==> src/rtl/ro_scan_ctrl.sv <==
// ro_scan_ctrl: readout scheduler for the ETROC1 4x4 pixel array.
// Steps the readout mux (RO_SEL, DMRO_COL, OE_DMRO) across pixels. After each
// select change it waits a settle time, captures the muxed word, and hands the
// word to the DMRO serializer over a valid/ready handshake.
module ro_scan_ctrl #(
    parameter int unsigned SETTLE_CYC = 2,
    parameter int unsigned DW         = 30
) (
    input  logic          CLK,
    input  logic          RST,
    input  logic          SCAN_EN,
    input  logic          SRO_MODE,
    input  logic          FIX_PIX,
    input  logic [3:0]    PIX_SEL,
    input  logic [DW-1:0] DataIn,
    input  logic          DataReady,
    output logic          RO_SEL,
    output logic [1:0]    DMRO_COL,
    output logic [3:0]    OE_DMRO,
    output logic [DW-1:0] DataOut,
    output logic          DataValid,
    output logic [3:0]    PixIdx,
    output logic          FrameDone
);

    localparam int unsigned CW       = 4;
    localparam logic [CW-1:0] CNT_LAST = CW'(SETTLE_CYC - 1);

    typedef enum logic [1:0] {
        ST_IDLE   = 2'd0,
        ST_SETTLE = 2'd1,
        ST_VALID  = 2'd2
    } state_t;

    state_t        state_q, state_d;
    logic [3:0]    idx_q, idx_d;
    logic [CW-1:0] cnt_q, cnt_d;

    logic          ro_sel_d;
    logic [1:0]    col_d;
    logic [3:0]    oe_d;
    logic [DW-1:0] data_d;
    logic          valid_d;
    logic [3:0]    pix_d;
    logic          frame_d;

    logic          load_sel;
    logic [3:0]    load_idx;
    logic [3:0]    idx_nxt;

    // Next-state and next-output logic; every register holds unless a state acts on it.
    always_comb begin
        state_d  = state_q;
        idx_d    = idx_q;
        cnt_d    = cnt_q;
        ro_sel_d = RO_SEL;
        col_d    = DMRO_COL;
        oe_d     = OE_DMRO;
        data_d   = DataOut;
        valid_d  = DataValid;
        pix_d    = PixIdx;
        frame_d  = 1'b0;
        load_sel = 1'b0;
        load_idx = idx_q;
        // SRO readout has no pixel to step through, so idx stays put there.
        idx_nxt  = RO_SEL ? idx_q : (FIX_PIX ? PIX_SEL : idx_q + 4'd1);

        case (state_q)
            ST_IDLE: begin
                if (SCAN_EN) begin
                    state_d  = ST_SETTLE;
                    cnt_d    = '0;
                    ro_sel_d = SRO_MODE;
                    idx_d    = FIX_PIX ? PIX_SEL : 4'd0;
                    load_sel = 1'b1;
                    load_idx = FIX_PIX ? PIX_SEL : 4'd0;
                end
            end
            ST_SETTLE: begin
                if (!SCAN_EN) begin
                    // Abort before capture: no word is produced for this selection.
                    state_d = ST_IDLE;
                    oe_d    = 4'd0;
                end else begin
                    cnt_d = cnt_q + CW'(1);
                    if (cnt_q == CNT_LAST) begin
                        data_d  = DataIn;
                        pix_d   = idx_q;
                        valid_d = 1'b1;
                        state_d = ST_VALID;
                    end
                end
            end
            ST_VALID: begin
                if (DataReady) begin
                    valid_d = 1'b0;
                    frame_d = !RO_SEL && !FIX_PIX && (idx_q == 4'd15);
                    idx_d   = idx_nxt;
                    if (SCAN_EN) begin
                        state_d  = ST_SETTLE;
                        cnt_d    = '0;
                        load_sel = 1'b1;
                        load_idx = idx_nxt;
                    end else begin
                        state_d = ST_IDLE;
                        oe_d    = 4'd0;
                    end
                end
            end
            default: begin
                state_d = ST_IDLE;
            end
        endcase

        // Drive the mux selects for a newly chosen pixel; SRO mode parks the DMRO mux.
        if (load_sel) begin
            col_d = ro_sel_d ? 2'd0 : load_idx[3:2];
            oe_d  = ro_sel_d ? 4'd0 : (4'b0001 << load_idx[1:0]);
        end
    end

    // State and output registers with synchronous reset.
    always_ff @(posedge CLK) begin
        if (RST) begin
            state_q   <= ST_IDLE;
            idx_q     <= 4'd0;
            cnt_q     <= '0;
            RO_SEL    <= 1'b0;
            DMRO_COL  <= 2'd0;
            OE_DMRO   <= 4'd0;
            DataOut   <= '0;
            DataValid <= 1'b0;
            PixIdx    <= 4'd0;
            FrameDone <= 1'b0;
        end else begin
            state_q   <= state_d;
            idx_q     <= idx_d;
            cnt_q     <= cnt_d;
            RO_SEL    <= ro_sel_d;
            DMRO_COL  <= col_d;
            OE_DMRO   <= oe_d;
            DataOut   <= data_d;
            DataValid <= valid_d;
            PixIdx    <= pix_d;
            FrameDone <= frame_d;
        end
    end

endmodule

==> config.mk <==
export PLATFORM = sky130hd
export DESIGN_NAME = ro_scan_ctrl
export DESIGN_NICKNAME = d
export VERILOG_FILES = /design/src/rtl/ro_scan_ctrl.sv
export SDC_FILE = /design/constraint.sdc
export NUM_CORES = 1
export LEC_CHECK = 0
export ABC_AREA = 1
export BUFFER_PORTS_ARGS = -buffer_cell sky130_fd_sc_hd__buf_2
export CAP_MARGIN = 20
export CORE_ASPECT_RATIO = 1.5
export CORE_UTILIZATION = 46
export DETAILED_ROUTE_END_ITERATION = 8
export PLACE_DENSITY = 0.73
export SETUP_SLACK_MARGIN = 0.2
export SYNTH_ARGS = -nofsm -noshare
export SYNTH_HDL_FRONTEND = slang
export SYNTH_SLANG_ARGS = --single-unit
==> constraint.sdc <==
create_clock -name CLK -period 1.75 [get_ports CLK]
set_clock_uncertainty 0.1 [all_clocks]
set_input_delay 0.35 -clock CLK [delete_from_list [all_inputs] [get_ports CLK]]
set_output_delay 0.35 -clock CLK [all_outputs]
set_load 0.02 [all_outputs]
==> qor.txt <==
Post-DP Area - 2830 sq um
Largest net degree at the start of global routing - 24
Arrival time at the worst endpoint - 1060 ps
Yosys reg bits - 53
Remaining antenna violation count - 0
Post-synthesis async set-or-reset flop share - 0%
TNS Setup - 0 ps
Die Ht - 89.5 microns
Crit path time final - 1510 ps
Die Wd - 60.3 microns
Synth top area cells - dfxtp_1 (45%), nor2_1 (13%), o21ai_0 (9.6%)
Row cnt - 31
Syn Area/Cell - 6.95 sq um
Placement Setup Slack - 163 ps
CORE AREA - 4890 sq um
Post-layout instance count excluding filler cells - 493
Design Area, Final - 3140 sq um
Post-synth top area cell - dfxtp_1
Worst-path clk slew - 90 ps
Most instantiated library cell after synthesis - nor2_1
First-pass GRT wire length - 9180 microns
Synth cell types - 23
# IOs - 83
Num CTS Buffers - 5
Average routed wire per standard cell - 13.1 microns
WP data required - 1300 ps
Number of warnings issued by yosys - 0
Max Fanout on Critical Path - 6
Max-cap violations - 0
Seq/Total Area, Yosys - 45.2%
Tot GR Track Use - 22.6%
Pins Over Slew Limit - 0
EDFF count, synth - 0
Vias after detailed routing - 2446
Grt total ovfl - 0
Hold Crit Class - in2reg
Quantity of I/O buffers inserted on ports - 82
Final GP Congestion - 0.943
Slew @ Worst Pin - 313 ps
Clock Tree Buf Depth - 2
TritonCTS clock tree - yes
Drt drc - 0
Pwr dens - 780 nW/um^2
Cell Area, Synth - 2350 sq um
Hold buffer count at cts - 0
Root Buffer - clkbuf_8
CP startpoint kind - flop
Prevailing post-synth register cell - dfxtp_1
Slew HR - 79.1%
Synthesized Nets - 381
Initial antenna violation count - 0
Final hold violations - 0
Maximum vdd drop - 0.000606 V
Die area - 5400 sq um
FMAX - 0.662 GHz
Core Util, Final - 64.2%
Fill cell count - 488
Layout cells sized above 1 - 29.0%
Ant diodes - 0
CP endpoint kind - output pin
Commonest cells in the netlist - nor2_1 (81), dfxtp_1 (53), nand2_1 (53), o21ai_0 (45), inv_1 (30)
Pre-Repair DR Iteration Count - 4
Placed Instances - 480
Area grow syn2layout - 33.7%
H-tree depth - 2
Lkg Pwr - 1.50 nW
DP HPWL - 4370 microns
Vias in the first global route - 2140
Top cell type's share of synthesized area - 45.2%
Setup violations, final - 0
Skew-Pair Late Insertion Delay - 310 ps
Vias per inst - 4.96
Initial Util - 48.1%
Final net count - 469
Outcome - finished clean
Cells after synthesis - 338
# clock sinks - 53
1st-iter DRT viols - 104
RSZ-0062 raised after global routing - yes
Post-Route WL - 6450 microns
Kind of critical path - reg2out
Worst Slack Setup Final - 238 ps
Period utilization - 86.4%
area by class of cell:
class / count / area (sq um) / area share, %
Multi-Input combinational cell: 240 / 1130 / 36.1
Inverter: 31 / 124 / 3.95
Tap cell: 66 / 82.6 / 2.63
Timing Repair Buffer: 95 / 609 / 19.4
Clock inverter: 1 / 30.0 / 0.957
Clock buffer: 7 / 86.3 / 2.75
Sequential cell: 53 / 1070 / 34.2
layout by cell type, fill, tap and decap left out, drive strengths merged:
cell type and n:
buf 92, nor2 83, nand2 58, dfxtp 53, o21ai 46, inv 31, a21oi 24, nand3 19
clkbuf 10, nand4 3, ha 3, and3 1, o211ai 1, a31oi 1, o22ai 1, bufinv 1
state kept, by name, summed over array words and instances (netlist names):
name       count
DMRO_COL       2
DataOut       30
DataValid      1
FrameDone      1
OE_DMRO        4
PixIdx         4
RO_SEL         1
cnt_q          4
idx_q          4
state_q        2
cells by family after synthesis:
group	share of synthesized area, %
and+or+nand+nor	29.0
AOI/OAI and AO/OA	15.8
DFF	45.2
buffers and inverters	8.42
adders and majority gates	1.60
timing repair:
item | CTS | global route
endpoints found under the setup margin | 5 | 40
buffers inserted | 0 | 1
gates cloned | 1 | 3
pin swaps | 0 | 3
gates resized for setup | 2 | 34
worst paths after layout:
kind                                  from         end  slack, ps  cells past startpoint
worst max-delay path                RO_SEL      RO_SEL        240                      2
worst min-delay path             DataIn[9]  DataOut[9]        180                      3
worst min register to register  OE_DMRO[2]  OE_DMRO[2]        370                      2
worst max register to register    cnt_q[1]   PixIdx[0]        260                      9
worst max-delay path, stage by stage (launching register included):
cell     delay [ps]
dfxtp_1         400
buf_4           190
buf_2           170
per-layer routing:
metal	GRT usage [%]	part of all wire, %	up-vias	wire length (microns)
li1	-	-	1259	-
met3	5.35	6.1	14	396
met5	0	0	-	0
met2	39.9	53	105	3390
met4	10.4	2.3	0	148
met1	24.9	39	1068	2510
power breakdown:
part | leakage [nW] | switching (mW) | internal [mW]
logic | 1.01 | 0.199 | 0.127
clock network | 0.0585 | 0.394 | 0.467
registers | 0.432 | 0.0263 | 1.23
total | 1.50 | 0.620 | 1.83
stage by stage:
stage          total power, mW  hold slack (ps)
2_1_floorplan             1.47              319
3_3_place_gp              1.58              350
3_5_place_dp              1.59              357
4_1_cts                   2.44              187
5_1_grt                   2.55              192
6_report                  2.45              176
(Power assumes the default switching activity.)
